## src/rtl/decode_pipe.sv

```systemverilog
`default_nettype none
// ============================================================================
//  Module   : decode_pipe
//  Function : Two-entry (main + skid) RV32I instruction pipeline register that
//             decodes the instruction fields and immediate of its head entry.
//             Define DECODE_ILLEGAL_CHK_EN to build the illegal-opcode check.
//  Revision : 1.0  initial release
// ============================================================================
module decode_pipe #(
    parameter int DWIDTH = 32,
    parameter int AWIDTH = 32,
    parameter int CNT_W  = 16
) (
    input  logic              clk,
    input  logic              rst,
    input  logic              flush_i,
    input  logic              in_valid_i,
    output logic              in_ready_o,
    input  logic [AWIDTH-1:0] pc_i,
    input  logic [DWIDTH-1:0] insn_i,
    output logic              out_valid_o,
    input  logic              out_ready_i,
    output logic [AWIDTH-1:0] pc_o,
    output logic [DWIDTH-1:0] insn_o,
    output logic [6:0]        opcode_o,
    output logic [4:0]        rd_o,
    output logic [4:0]        rs1_o,
    output logic [4:0]        rs2_o,
    output logic [6:0]        funct7_o,
    output logic [2:0]        funct3_o,
    output logic [4:0]        shamt_o,
    output logic [DWIDTH-1:0] imm_o,
    output logic              illegal_o,
    output logic [CNT_W-1:0]  dec_count_o
);

    localparam logic [6:0] c_OP_LOAD   = 7'b0000011;
    localparam logic [6:0] c_OP_IMM    = 7'b0010011;
    localparam logic [6:0] c_OP_JALR   = 7'b1100111;
    localparam logic [6:0] c_OP_SYSTEM = 7'b1110011;
    localparam logic [6:0] c_OP_STORE  = 7'b0100011;
    localparam logic [6:0] c_OP_BRANCH = 7'b1100011;
    localparam logic [6:0] c_OP_LUI    = 7'b0110111;
    localparam logic [6:0] c_OP_AUIPC  = 7'b0010111;
    localparam logic [6:0] c_OP_JAL    = 7'b1101111;

    logic              r_main_valid;
    logic              r_skid_valid;
    logic [AWIDTH-1:0] r_main_pc;
    logic [DWIDTH-1:0] r_main_insn;
    logic [AWIDTH-1:0] r_skid_pc;
    logic [DWIDTH-1:0] r_skid_insn;
    logic [CNT_W-1:0]  r_count;

    logic              w_in_fire;
    logic              w_out_fire;
    logic [DWIDTH-1:0] w_imm;
    logic              w_sign;

    // Ready depends only on registered state, never on out_ready_i.
    assign in_ready_o = ~r_skid_valid;
    assign w_in_fire  = in_valid_i & ~r_skid_valid;
    assign w_out_fire = r_main_valid & out_ready_i;

    always_ff @(posedge clk) begin
        if (rst) begin
            r_main_valid <= 1'b0;
            r_skid_valid <= 1'b0;
            r_main_pc    <= '0;
            r_main_insn  <= '0;
            r_skid_pc    <= '0;
            r_skid_insn  <= '0;
            r_count      <= '0;
        end else begin
            if (w_out_fire) begin
                r_count <= r_count + CNT_W'(1);
            end
            if (flush_i) begin
                r_main_valid <= 1'b0;
                r_skid_valid <= 1'b0;
            end else if (w_out_fire && r_skid_valid) begin
                // Skid full implies no input fire this cycle.
                r_main_pc    <= r_skid_pc;
                r_main_insn  <= r_skid_insn;
                r_skid_valid <= 1'b0;
            end else if (w_in_fire && (!r_main_valid || w_out_fire)) begin
                r_main_pc    <= pc_i;
                r_main_insn  <= insn_i;
                r_main_valid <= 1'b1;
            end else if (w_in_fire) begin
                r_skid_pc    <= pc_i;
                r_skid_insn  <= insn_i;
                r_skid_valid <= 1'b1;
            end else if (w_out_fire) begin
                r_main_valid <= 1'b0;
            end
        end
    end

    assign out_valid_o = r_main_valid;
    assign pc_o        = r_main_pc;
    assign insn_o      = r_main_insn;
    assign dec_count_o = r_count;

    assign opcode_o = r_main_insn[6:0];
    assign rd_o     = r_main_insn[11:7];
    assign funct3_o = r_main_insn[14:12];
    assign rs1_o    = r_main_insn[19:15];
    assign rs2_o    = r_main_insn[24:20];
    assign shamt_o  = r_main_insn[24:20];
    assign funct7_o = r_main_insn[31:25];

    assign w_sign = r_main_insn[31];

    always_comb begin
        w_imm = '0;
        case (r_main_insn[6:0])
            c_OP_LOAD, c_OP_IMM, c_OP_JALR, c_OP_SYSTEM:
                w_imm = {{(DWIDTH-11){w_sign}}, r_main_insn[30:20]};
            c_OP_STORE:
                w_imm = {{(DWIDTH-11){w_sign}}, r_main_insn[30:25], r_main_insn[11:7]};
            c_OP_BRANCH:
                w_imm = {{(DWIDTH-12){w_sign}}, r_main_insn[7], r_main_insn[30:25],
                         r_main_insn[11:8], 1'b0};
            c_OP_LUI, c_OP_AUIPC:
                w_imm = {{(DWIDTH-31){w_sign}}, r_main_insn[30:12], 12'b0};
            c_OP_JAL:
                w_imm = {{(DWIDTH-20){w_sign}}, r_main_insn[19:12], r_main_insn[20],
                         r_main_insn[30:21], 1'b0};
            default:
                w_imm = '0;
        endcase
    end

    assign imm_o = w_imm;

`ifdef DECODE_ILLEGAL_CHK_EN
    logic w_legal;

    always_comb begin
        w_legal = 1'b0;
        case (r_main_insn[6:0])
            7'b0110011, c_OP_IMM, c_OP_LOAD, c_OP_STORE, c_OP_BRANCH, c_OP_JAL,
            c_OP_JALR, c_OP_LUI, c_OP_AUIPC, 7'b0001111, c_OP_SYSTEM:
                w_legal = 1'b1;
            default:
                w_legal = 1'b0;
        endcase
    end

    assign illegal_o = r_main_valid & ~w_legal;
`else
    assign illegal_o = 1'b0;
`endif

endmodule
`default_nettype wire

```

## config.mk

```make
export PLATFORM = sky130hd
export DESIGN_NAME = decode_pipe
export DESIGN_NICKNAME = d
export VERILOG_FILES = /design/src/rtl/decode_pipe.sv
export SDC_FILE = /design/constraint.sdc
export NUM_CORES = 1
export LEC_CHECK = 0
export CORE_MARGIN = 3
export CORE_UTILIZATION = 24
export CTS_CLUSTER_DIAMETER = 50
export CTS_CLUSTER_SIZE = 16
export DETAILED_ROUTE_END_ITERATION = 8
export PLACE_DENSITY_LB_ADDON = 0.2
export SYNTH_ARGS = -nofsm -noshare
export SYNTH_HDL_FRONTEND = slang
export SYNTH_SLANG_ARGS = --single-unit
```

## constraint.sdc

```tcl
create_clock -name clk -period 2 [get_ports clk]
set_input_delay 0.4 -clock clk [delete_from_list [all_inputs] [get_ports clk]]
set_output_delay 0.4 -clock clk [all_outputs]
set_load 0.005 [all_outputs]
```

# --- Word level (Yosys, flattened, before mapping) ---
# Index checks and enable logic that the tools add are counted.
classes:
  muxes: 8
  div_mod_pow: 0
  bitwise_logic: 6
  n_lt_le_gt_ge: 0
  eq_ne: 10
  n_reduce_logical: 14
  addsub: 1
  n_mul: 0
  shift: 0
ops:
  columns: ["op", "n"]
  rows:
  - ["32-bit case mux with 5 select lines", 1]
  - ["32-bit 2-to-1 mux", 4]
  - ["7-bit equality test (second input constant)", 4]
  - ["16-bit by 1-bit adder with 16-bit output (second input constant)", 1]
  - ["7-bit by 5-bit equality test with 1-bit output (second input constant)", 2]
  - ["7-bit by 6-bit equality test with 1-bit output (second input constant)", 2]
  - ["7-bit by 2-bit equality test with 1-bit output (second input constant)", 1]
  - ["1-bit inverter", 4]
  - ["2-bit AND reduction", 2]
  - ["4-bit AND reduction", 1]
  - ["2-bit nonzero test", 2]
  - ["2-bit OR reduction", 2]
  - ["4-bit OR reduction", 1]
  - ["1-bit 2-to-1 mux", 3]
  - ["3-bit AND reduction", 1]
  - ["3-bit OR reduction", 1]
  - ["1-bit bitwise AND", 2]
  - ["1-bit logical AND", 2]
  - ["2-bit by 1-bit inequality test with 1-bit output (second input constant)", 1]
  - ["1-bit zero test", 1]
  - ["1-bit logical OR", 1]
totals:
  memories: 0
  elab_cells: 46
  latchBits: 0
  romBits: 0
  inputBits: 69
  mem_bits_rw: 0
  ff_bits: 146
  out_inout_bits: 152

# --- Depth between registers and ports, before layout ---
depth:
  ltp_word: 5
  ltp_mapped: 7
  ltp_nobuf: 5

# --- Worst setup path after synthesis ---
# Ideal clock, no wire load.
synth_path:
  path_type: "reg2out"
  start: "register r_main_insn[4] (netlist: insn_o[4])"
  end: "output imm_o[21]"
  t_required_ns: 1.600
  t_arrival_ns: 1.409
  path_buffers: 2
  slack_ns: 0.191
  stages_incl_launch_ff: 7
  cell_sequence: "dfxtp_1 > buf_2 > nor2b_1 > o31ai_1 > a22oi_1 > buf_2 > o21ai_0"
synth_between:
  elab_chain_cells: 3
  word_cells_on_any_way: 12
  cone_classes: "eq/ne (9); mux (1); reduce/logical (2)"
synth_rtl:
  columns: ["element", "line_no", "source"]
  rows:
  - ["from (decl)", "50", "logic [DWIDTH-1:0] r_main_insn;"]
  - ["from (signal assigned)", "84", "r_main_insn <= r_skid_insn;"]
  - ["from (signal assigned)", "88", "r_main_insn <= insn_i;"]
  - ["7-bit by 2-bit equality test with 1-bit output, or another cell as far along", "117", "case (r_main_insn[6:0])"]
  - ["4-bit OR reduction / 2-bit OR reduction (equally long branches)", "117", null]
  - ["32-bit case mux with 5 select lines (*)", "117", null]
  - ["to (decl)", "32", "output logic [DWIDTH-1:0] imm_o,"]
# Mark *: on every way between the ends. The rest lies on a longest branch, timed or not.

# --- Final worst setup path ---
layout_path:
  start: "register r_main_insn[5] (netlist: insn_o[5])"
  end: "output imm_o[31]"
# The elaborated chain is that of the path after synthesis.

==> summary.md <==
| Metric | Value |
|---|---|
| Initial antenna violation count | `0` |
| Initial Util | `0.2458` |
| CTS Buf Count | `17` |
| Register area share after synthesis | `0.4234` |
| Hpwl dp | `14620 um` |
| Clock Root Buffer | `clkbuf_16` |
| N_diodes | `0` |
| Worst-margin pin slew | `526.0 ps` |
| Clk slew on worst S/H paths | `60 ps` |
| Max-slew violation count | `0` |
| Number of H-tree levels | `4` |
| Vias in the first global route | `6266` |
| Asr flop ratio synth | `0` |
| Total gr overflow | `0` |
| DRT iter0 DRCs | `250` |
| Setup TNS | `-7421 ps` |
| Power share of the clock group | `0.422` |
| Ys flop type | `dfxtp_1` |
| Final setup violation count | `32` |
| GP Congestion | `0.7827` |
| Reg power frac | `0.423` |
| Internal power | `5421 uW` |
| Post-Syn Instances | `790` |
| Core area | `28090 um2` |
| Die Height | `175.6 um` |
| Sw Share | `0.2643` |
| Clock buffer depth | `2` |
| PortBufs | `219` |
| R2R cell count | `6` |
| Vias per cell | `4.399` |
| Yosys cell types | `46` |
| Hold depth | `2` |
| First-pass DRT Iterations | `4` |
| Clock skew | `10.09 ps` |
| P_leak | `0.004273 uW` |
| Synth warnings | `0` |
| Hold_buf cts | `0` |
| Clk_lat worst skew | `420 ps` |
| Post-synth EDFFs | `0` |
| Failing checks | `setup timing` |
| Worst Setup Start Kind | `flip-flop` |
| CTS tree | `yes` |
| Crit-path max FO | `8` |
| Area growth, synth to finish | `53.49%` |
| Final Hold Fails | `0` |
| Ports | `221` |
| Mean Syn Cell Area | `8.738 um2` |
| Via Count | `6233` |
| Die ar. | `30830 um2` |
| Final ANT Viol Nets | `0` |
| DRC errors left | `0` |
| Largest net degree at the start of global routing | `55` |
| Outcome | `complete, but fails checks` |
| Die Width | `175.6 um` |
| Share of layout cells above drive strength 1 | `0.2541` |
| Power per standard cell area | `695.5 nW/um2` |
| P_sw | `1947 uW` |
| Final setup margin | `-319.1 ps` |
| WP data required | `1600 ps` |
| Net Count, Synth | `860` |
| Cell area after synthesis | `6903 um2` |
| Worst EP arrival | `1920 ps` |
| GRT Total Usage | `0.1384` |
| Site row count | `61` |
| Max IR drop VDD | `0.5156 mV` |
| FF+latch count, synth | `146` |
| Total power draw | `7368 uW` |
| Peak Freq | `431.2 MHz` |
| CP Class | `flip-flop to primary output` |
| Final wirelength | `21610 um` |
| Max_cap viols | `0` |
| First-pass GRT wire length | `34220 um` |
| Final min period | `2319 ps` |
| Worst Setup End Kind | `primary output` |
| CTS sink count | `146` |
| Net count, final | `1096` |
| Comb pwr share | `0.155` |
| Routed length per placed instance | `15.25 um` |
| RSZ-0062 raised after global routing | `true` |
| Hold Crit Class | `input pin to flip-flop` |
| Slew headroom | `0.6493` |
| Fin crit share | `1.160` |
-- per-stage QoR --
stage,util,instances,hold slack [ps],setup WS [ps],instance area [um2]
after global routing,0.3772,1417,418.4,-384.9,10600
after floorplan,-,790,435.7,191.4,6903
after CTS,0.3736,1416,395.5,-351.9,10490
after detailed placement,0.3453,1358,445.6,-227.7,9699
after global placement,0.3453,1358,440.6,-209.1,9699
final,0.3772,1417,418.1,-319.1,10600
-- Yosys cell counts (6+ instances only) --
master,number,area share
nor3b_1,6,0.0065
nand4_1,6,0.0054
a21oi_1,72,0.052
a211oi_1,9,0.0098
a211oi_2,57,0.10
buf_2,28,0.020
buf_4,45,0.049
o21ai_0,13,0.0094
nand3_1,7,0.0051
a21o_1,8,0.0087
dfxtp_1,146,0.42
xnor2_1,7,0.0089
inv_1,6,0.0033
nor2_1,86,0.047
mux2i_1,64,0.093
nand2_1,150,0.082
clkbuf_1,26,0.014
-- flip-flops by register name, indices dropped and copies added, names as in the netlist --
name and flops:
dec_count_o 16, insn_o 32, out_valid_o 1, pc_o 32, r_skid_insn 32, r_skid_pc 32
r_skid_valid 1
-- layout make-up --
class / instances / area, um2
clock inverter: 14 / 128.9
clock buffer: 18 / 439.2
multi-input combinational: 538 / 3576
fill: 2910 / 17490
timing repair buffer: 317 / 3010
inverter: 6 / 25.02
tap: 378 / 473.0
sequential: 146 / 2943
-- power by group through the flow --
stage	registers (uW)	clock network [uW]	logic [uW]
after CTS	3120	3240	1140
after global placement	3180	0	1060
after detailed placement	3180	0	1060
after global routing	3130	3350	1240
after floorplan	3160	0	486
final	3110	3110	1140
-- kinds of logic (layout without fill, tap and decap cells) --
kind of cell	after synthesis	after routing	synth area share
AO/OA/AOI/OAI	175	175	0.2030
buffers and inverters	106	355	0.08718
multiplexers	66	66	0.09607
XOR/XNOR	11	11	0.01396
adder cells (fa/ha/maj)	1	1	0.001812
other	1	1	0.0005433
flip-flops	146	146	0.4234
AND/OR/NAND/NOR	284	284	0.1740
-- worst paths after layout --
path,slack [ps],to,startpoint
max,-320,imm_o[31],insn_o[5]
min,420,dec_count_o[12],rst
max reg2reg,250,insn_o[4],r_skid_valid
min reg2reg,450,r_skid_insn[0],r_skid_insn[0]
-- critical path: stages (launching register included) --
cell and delay, ps:
dfxtp_4 380, and3_1 190, o21bai_1 320, a211oi_4 110, buf_4 140, o31a_1 230
buf_2 130
-- cells in the final DEF (no fill, tap or decap), types with 2 or more instances in the layout --
cell type and n:
a211oi_1 8, a211oi_2 56, a211oi_4 2, a21o_1 8, a21oi_1 70, a21oi_2 2
a22o_1 4, and3_1 3, buf_12 12, buf_2 31, buf_4 66, buf_6 20
clkbuf_16 17, clkdlybuf4s50_1 186, clkinv_2 3, clkinv_4 3, clkinvlp_4 3, dfxtp_1 140
dfxtp_4 5, inv_1 5, inv_6 4, mux2_2 2, mux2i_1 64, nand2_1 147
nand2_2 2, nand3_1 5, nand3b_1 2, nand4_1 6, nor2_1 84, nor2b_1 3
nor3_1 5, nor3b_2 5, nor4_1 4, o21ai_1 5, o21ai_2 7, o21bai_1 2
xnor2_1 7, xor2_1 4
-- metal layers --
metal | vias to the layer above | routed length, um | global-route usage
met3 | 13 | 1554 | 0.04950
met1 | 2902 | 9670 | 0.1726
li1 | 3148 | - | -
met4 | 0 | 194 | 0.02936
met2 | 170 | 10190 | 0.2307
met5 | - | 0 | 0
-- repair_timing --
item / 4_1_cts / 5_1_grt
setup buffers: 23 / 1
gates resized for setup: 191 / 21
pin swaps: 19 / 20
endpoints found under the setup margin: 33 / 33
gates cloned: 3 / 0
Note: power is estimated with default switching activity, not from simulation.
